## config.mk

```make
export PLATFORM = sky130hd
export DESIGN_NAME = num2text
export DESIGN_NICKNAME = d
export VERILOG_FILES = /design/src/rtl/num2text_pkg.sv /design/src/rtl/nibble2text.sv /design/src/rtl/num2text.sv
export SDC_FILE = /design/constraint.sdc
export NUM_CORES = 1
export LEC_CHECK = 0
export BUFFER_PORTS_ARGS = -buffer_cell sky130_fd_sc_hd__buf_2
export CAP_MARGIN = 25
export CORE_ASPECT_RATIO = 1.4
export CORE_MARGIN = 2
export CORE_UTILIZATION = 36
export DETAILED_ROUTE_END_ITERATION = 12
export GPL_TIMING_DRIVEN = 1
export PLACE_DENSITY = 0.56
export SLEW_MARGIN = 25
export SYNTH_ARGS = -nofsm -noshare
export SYNTH_HDL_FRONTEND = slang
export SYNTH_SLANG_ARGS = --single-unit
```

## constraint.sdc

```tcl
create_clock -name clk -period 2.75 [get_ports clk]
set_input_delay 0 -clock clk [delete_from_list [all_inputs] [get_ports clk]]
set_output_delay 0 -clock clk [all_outputs]
set_load 0.01 [all_outputs]
```

## src/rtl/num2text_pkg.sv

```systemverilog
// Shared types, widths and double-dabble helpers for the num2text
// binary-to-decimal ASCII renderer.
package num2text_pkg;

  typedef enum logic [1:0] {
    IDLE = 2'd0,
    CONV = 2'd1,
    EMIT = 2'd2
  } state_e;

  localparam logic [7:0] ASCII_ZERO = 8'h30;
  localparam int         VAL_W      = 16;
  localparam int         NUM_DIGITS = 5;
  localparam int         BCD_W      = 20;

  // One double-dabble step: correct every nibble >= 5, then shift in the next bit.
  function automatic logic [BCD_W-1:0] dabble_step(input logic [BCD_W-1:0] bcd,
                                                    input logic bit_in);
    logic [BCD_W-1:0] adj;
    adj = bcd;
    for (int i = 0; i < NUM_DIGITS; i++) begin
      if (adj[4*i +: 4] >= 4'd5) begin
        adj[4*i +: 4] = adj[4*i +: 4] + 4'd3;
      end
    end
    return {adj[BCD_W-2:0], bit_in};
  endfunction

  // Index of the most-significant non-zero digit; 0 when the value is zero.
  function automatic logic [2:0] top_digit(input logic [BCD_W-1:0] bcd);
    logic [2:0] idx;
    idx = 3'd0;
    for (int i = 1; i < NUM_DIGITS; i++) begin
      if (bcd[4*i +: 4] != 4'd0) begin
        idx = 3'(i);
      end
    end
    return idx;
  endfunction

endpackage

```

## src/rtl/nibble2text.sv

```systemverilog
// Combinational map from one BCD digit to its ASCII character; non-decimal
// codes render as '?'.
module nibble2text
  import num2text_pkg::*;
(
  input  logic [3:0] digit_i,
  output logic [7:0] chr_o
);

  always_comb begin
    if (digit_i <= 4'd9) begin
      chr_o = ASCII_ZERO + {4'd0, digit_i};
    end else begin
      chr_o = 8'h3F;
    end
  end

endmodule

```

## src/rtl/num2text.sv

```systemverilog
// Renders a 16-bit unsigned value as decimal ASCII digits, most significant
// first, with leading zeros suppressed, over a valid/ready stream.
module num2text
  import num2text_pkg::*;
(
  input  logic             clk,
  input  logic             rst_n,
  input  logic [VAL_W-1:0] val,
  input  logic             in_valid,
  output logic             in_ready,
  output logic [7:0]       chr,
  output logic             out_valid,
  input  logic             out_ready,
  output logic             out_last
);

  state_e           state_q, state_d;
  logic [VAL_W-1:0] val_q, val_d;
  logic [BCD_W-1:0] bcd_q, bcd_d;
  logic [3:0]       step_q, step_d;
  logic [2:0]       idx_q, idx_d;
  logic             in_ready_q, out_valid_q, out_last_q;
  logic [7:0]       chr_q;
  logic [3:0]       sel_digit;
  logic [7:0]       sel_chr;

  always_comb begin
    state_d = state_q;
    val_d   = val_q;
    bcd_d   = bcd_q;
    step_d  = step_q;
    idx_d   = idx_q;
    case (state_q)
      IDLE: begin
        if (in_valid) begin
          val_d   = val;
          bcd_d   = '0;
          step_d  = 4'd0;
          state_d = CONV;
        end else begin
          state_d = IDLE;
        end
      end
      CONV: begin
        bcd_d  = dabble_step(bcd_q, val_q[VAL_W-1]);
        val_d  = {val_q[VAL_W-2:0], 1'b0};
        step_d = step_q + 4'd1;
        if (step_q == 4'd15) begin
          state_d = EMIT;
          idx_d   = top_digit(bcd_d);
        end else begin
          state_d = CONV;
        end
      end
      EMIT: begin
        if (out_ready) begin
          if (idx_q == 3'd0) begin
            state_d = IDLE;
          end else begin
            idx_d = idx_q - 3'd1;
          end
        end else begin
          state_d = EMIT;
        end
      end
      default: state_d = IDLE;
    endcase
  end

  // Digit selected for the next cycle, so chr can be registered alongside the state.
  always_comb begin
    case (idx_d)
      3'd0:    sel_digit = bcd_d[3:0];
      3'd1:    sel_digit = bcd_d[7:4];
      3'd2:    sel_digit = bcd_d[11:8];
      3'd3:    sel_digit = bcd_d[15:12];
      3'd4:    sel_digit = bcd_d[19:16];
      default: sel_digit = 4'hF;
    endcase
  end

  nibble2text u_nibble2text (
    .digit_i (sel_digit),
    .chr_o   (sel_chr)
  );

  always_ff @(posedge clk) begin
    if (!rst_n) begin
      state_q     <= IDLE;
      val_q       <= '0;
      bcd_q       <= '0;
      step_q      <= 4'd0;
      idx_q       <= 3'd0;
      in_ready_q  <= 1'b1;
      out_valid_q <= 1'b0;
      out_last_q  <= 1'b0;
      chr_q       <= ASCII_ZERO;
    end else begin
      state_q     <= state_d;
      val_q       <= val_d;
      bcd_q       <= bcd_d;
      step_q      <= step_d;
      idx_q       <= idx_d;
      in_ready_q  <= (state_d == IDLE);
      out_valid_q <= (state_d == EMIT);
      out_last_q  <= (state_d == EMIT) && (idx_d == 3'd0);
      chr_q       <= (state_d == EMIT) ? sel_chr : ASCII_ZERO;
    end
  end

  assign in_ready  = in_ready_q;
  assign out_valid = out_valid_q;
  assign out_last  = out_last_q;
  assign chr       = chr_q;

endmodule

```

==> results list <==
- Wire per inst: approximately 14 um
- Overflow after GRT: 0
- The share of the Yosys chip area taken by registers is 0.333.
* Leakage Power: between 1.5 and 2 nW
- The initialized floorplan defines 40 standard-cell rows.
- Dominant register cell in the synthesized netlist: sky130_fd_sc_hd__dfxtp_1
- Net switching fraction of the power: 0.257
- Across every metal layer, demand over resource in global routing totals 0.166.
- The largest individual stage delay along the critical path comes from the cell sky130_fd_sc_hd__a2111oi_4.
- Element type at the critical path start: flip-flop
* Largest stage delay, worst path: 0.43 ns
- TritonCTS built the clock tree.
* Number of distinct library cell variants in the gate-level netlist after synthesis: 53
- The number of hold-slack violations in the final timing report is 0.
* H-tree depth reported by CTS: 2
- The floorplan step set the die width to around 83 um.
* Net switching component of the power: between 400 and 500 uW
- Ratio of cells with drive above 1 in the final layout: 0.271
- Clock Tree Buf Depth: 2
* Leading post-synthesis cells by instance count: sky130_fd_sc_hd__dfxtp_1 (52), sky130_fd_sc_hd__nand2_1 (44), sky130_fd_sc_hd__mux2i_1 (26)
- Final worst path period need: about 2.7 ns
- Entering global routing, the biggest net connects 44 pins.
* Area growth syn-to-layout: 24.0%
* Kind of end point of the critical path: flip-flop
* Diodes inserted: 0
- Before CTS, the worst setup slack after placement is -0.0150 ns.
* Post-detailed-route DRC marker count: 0
- Clock skew on the completed layout was measured at 0.00487 ns.
- Synthesized flop and latch total: between 50 and 60
- The critical path is of the reg2reg type.
* Post-synthesis cell count: around 360
- Antenna violations before repair: 0
- The number of global-route vias before repair was roughly 2,700.
- Clock-pin slew was measured on the worst setup and hold paths at roughly 0.07 ns.
- With fillers left out, the area of the finished cells amounts to slightly below 4000 um^2.
- In the post-synthesis netlist, the cell with the most instances is sky130_fd_sc_hd__dfxtp_1.
* Area enclosed by the die boundary: 9460 um^2
- CTS buffer count: 5
- Power spread over the standard cell area amounts to 417 nW/um^2.
* Worst hold-check path type: in2reg
- Of the total power, combinational logic draws 0.108.
- Detailed routing inserted a total of between 2,000 and 3,000 vias.
- In the post-synthesis netlist, the biggest area contributors are sky130_fd_sc_hd__dfxtp_1 (33%), sky130_fd_sc_hd__mux2i_1 (8.3%), sky130_fd_sc_hd__ha_1 (6.8%).
- Of the available clock period, the critical path in the final layout requires 0.975.
- DR pass1 iterations: 4
* Sequential Power Share: 0.492
* RR Startpoint: bcd_q[9]
- Cell accounting for the most synthesized area: sky130_fd_sc_hd__dfxtp_1
- Proportion of power drawn by the clock network: 0.400
- Final setup violating endpoints: 0
- Latest clock arrival within the worst-skew pair: ~0.29 ns
* Starting DRC count in detailed routing: around 140
- Utilization of the core after routing: 0.456
- Buffers placed on the I/O ports in this run total 26.
* Async set-or-reset flop fraction in the synthesized netlist: 0
- The worst-case IR drop observed on VDD is between 300 and 400 uV.
- Maximum frequency from static timing analysis: roughly 0.37 GHz
- Setup_tns: 0 ns
* Worst hold slack: roughly 0.012 ns
* Placed standard-cell area: ~3500 um^2
- IO Count: 31
- The wire-length estimate of the detail-placed layout is 5530 um.
* Gpl congestion: roughly 0.85
* EDFF count, synth: 0
- Once detail routing completed, the nets flagged for antenna violations numbered 0.
- Starting density of the core: 0.368
- Std-Cell Core Area: roughly 8500 um^2
- Area share of the leading cell type in the synthesized netlist: 0.333
- CTS saw 52 sinks.
- The net count of the finished layout is approximately 450.
* Min setup slack post-route: about 0.07 ns
- Root Buffer Master: sky130_fd_sc_hd__clkbuf_16
- Mean instance size in the synthesized netlist: ~8.7 um^2
- In the routed layout, each cell is associated on average with a via count of ~5.3.
- Post-Syn Area: between 3000 and 4000 um^2
* Pins Over Slew Limit: 0
- Signal arrival time at the worst endpoint: approximately 2.9 ns
- For the worst setup path, the data required time is 2.97 ns.
- P_int: roughly 1.2 mW
- From bottom edge to top edge, the die measures ~110 um.
- Cell breakdown of the critical path: inv_2, ha_2, nand2b_4, nor3b_4, a211o_1, a2111oi_4, a22oi_4, buf_6, and3_4, o32a_1, buf_4, o22ai_1
- Run status: finished, final reports clean
* Hold Crit Start: in_valid
- For this block, the routed nets add up to between 7000 and 8000 um of wire.
- Reported max-cap violation count: 0
- Wire length of the first global-routing pass: roughly 12,000 um
* Largest driver fanout on the critical path: 6
* Setup crit start: bcd_q[9]
* Warnings, synthesis: 0
## power groups by stage
| stage | combinational (mW) | clock [mW] | sequential (mW) |
|---|---|---|---|
| 6_report | 0.174 | 0.647 | 0.796 |
| 5_1_grt | 0.197 | 0.698 | 0.800 |
| 4_1_cts | 0.176 | 0.670 | 0.796 |
| 3_5_place_dp | 0.174 | 0 | 0.814 |
| 3_3_place_gp | 0.172 | 0 | 0.813 |
| 2_1_floorplan | 0.122 | 0 | 0.810 |
## cells by family after synthesis
logic type,share of synthesized area
AOI/OAI and AO/OA,0.241
other,0.00240
muxes,0.0868
xor gates and xnor gates,0.0140
DFF,0.333
and+or+nand+nor,0.208
adders and majority gates,0.0680
buffers and inverters,0.0476
## cell type report
type | instances | area (um^2)
Clock buffer | 5 | 125
Fill cell | 870 | 4630
Sequential cell | 52 | 1050
Multi-Input combinational cell | 273 | 2090
Tap cell | 105 | 131
Timing Repair Buffer | 59 | 390
Inverter | 18 | 67.6
Clock inverter | 3 | 26.3
## registers in the layout (all words and copies together), names as in the netlist
| signal | count |
|---|---|
| val_q | 16 |
| chr | 4 |
| in_ready | 1 |
| state_q | 2 |
| out_last | 1 |
| idx_q | 3 |
| out_valid | 1 |
| step_q | 4 |
| bcd_q | 20 |
## layout by cell type, fill, tap and decap left out, drive strengths merged, types with 2 or more instances in the layout
master | Yosys | final
nor2 | 7 | 7
o22ai | 6 | 6
dfxtp | 52 | 52
and3 | 6 | 6
clkbuf | 10 | 5
inv | 18 | 20
nor3 | 3 | 3
conb | 2 | 4
o21bai | 2 | 2
nand2b | 13 | 13
nor2b | 14 | 14
a21o | 2 | 2
and2 | 18 | 18
nand3 | 6 | 6
xnor2 | 5 | 5
buf | 7 | 57
o211ai | 3 | 3
a22oi | 17 | 17
nand2 | 44 | 44
nand4 | 2 | 2
nor3b | 4 | 4
a22o | 4 | 4
dlygate4sd3 | 0 | 2
mux2i | 26 | 26
ha | 17 | 17
a211o | 3 | 3
o211a | 15 | 15
a21oi | 18 | 18
o21ai | 21 | 21
## metal layers
layer	vias to the layer above	global-route usage	part of all wire
li1	1370	-	-
met1	1285	0.185	0.41
met2	52	0.299	0.53
met3	11	0.0323	0.040
met4	0	0.0678	0.020
met5	-	0	0
## critical path: cells and delay by family (launching register included)
kind                     cells  cell delay, ns
buffers and inverters        3            0.35
flip-flops                   1            0.34
AO/OA/AOI/OAI                5            1.32
AND/OR/NAND/NOR              3            0.44
adder cells (fa/ha/maj)      1            0.16
## stage by stage
step	instances	total power [mW]
6_report	515	1.62
3_3_place_gp	498	0.985
3_5_place_dp	498	0.987
5_1_grt	515	1.70
2_1_floorplan	360	0.932
4_1_cts	508	1.64
## worst paths after layout
check	slack (ns)	depth (start not counted)	to
min	0.01	3	val_q[0]
max	0.07	12	chr[2]
min reg2reg	0.48	2	val_q[0]
max reg2reg	0.07	12	chr[2]
## what timing repair did
| action | 4_1_cts | 5_1_grt |
|---|---|---|
| setup endpoints to repair | 2 | 4 |
| gates resized for setup | 1 | 38 |
| pin swaps | 0 | 14 |
| hold endpoints to repair | 2 | 0 |
| buffers inserted | 0 | 7 |
| gates cloned | 0 | 0 |
| hold buffers | 2 | 0 |
Power figures use the tool's default switching activity.
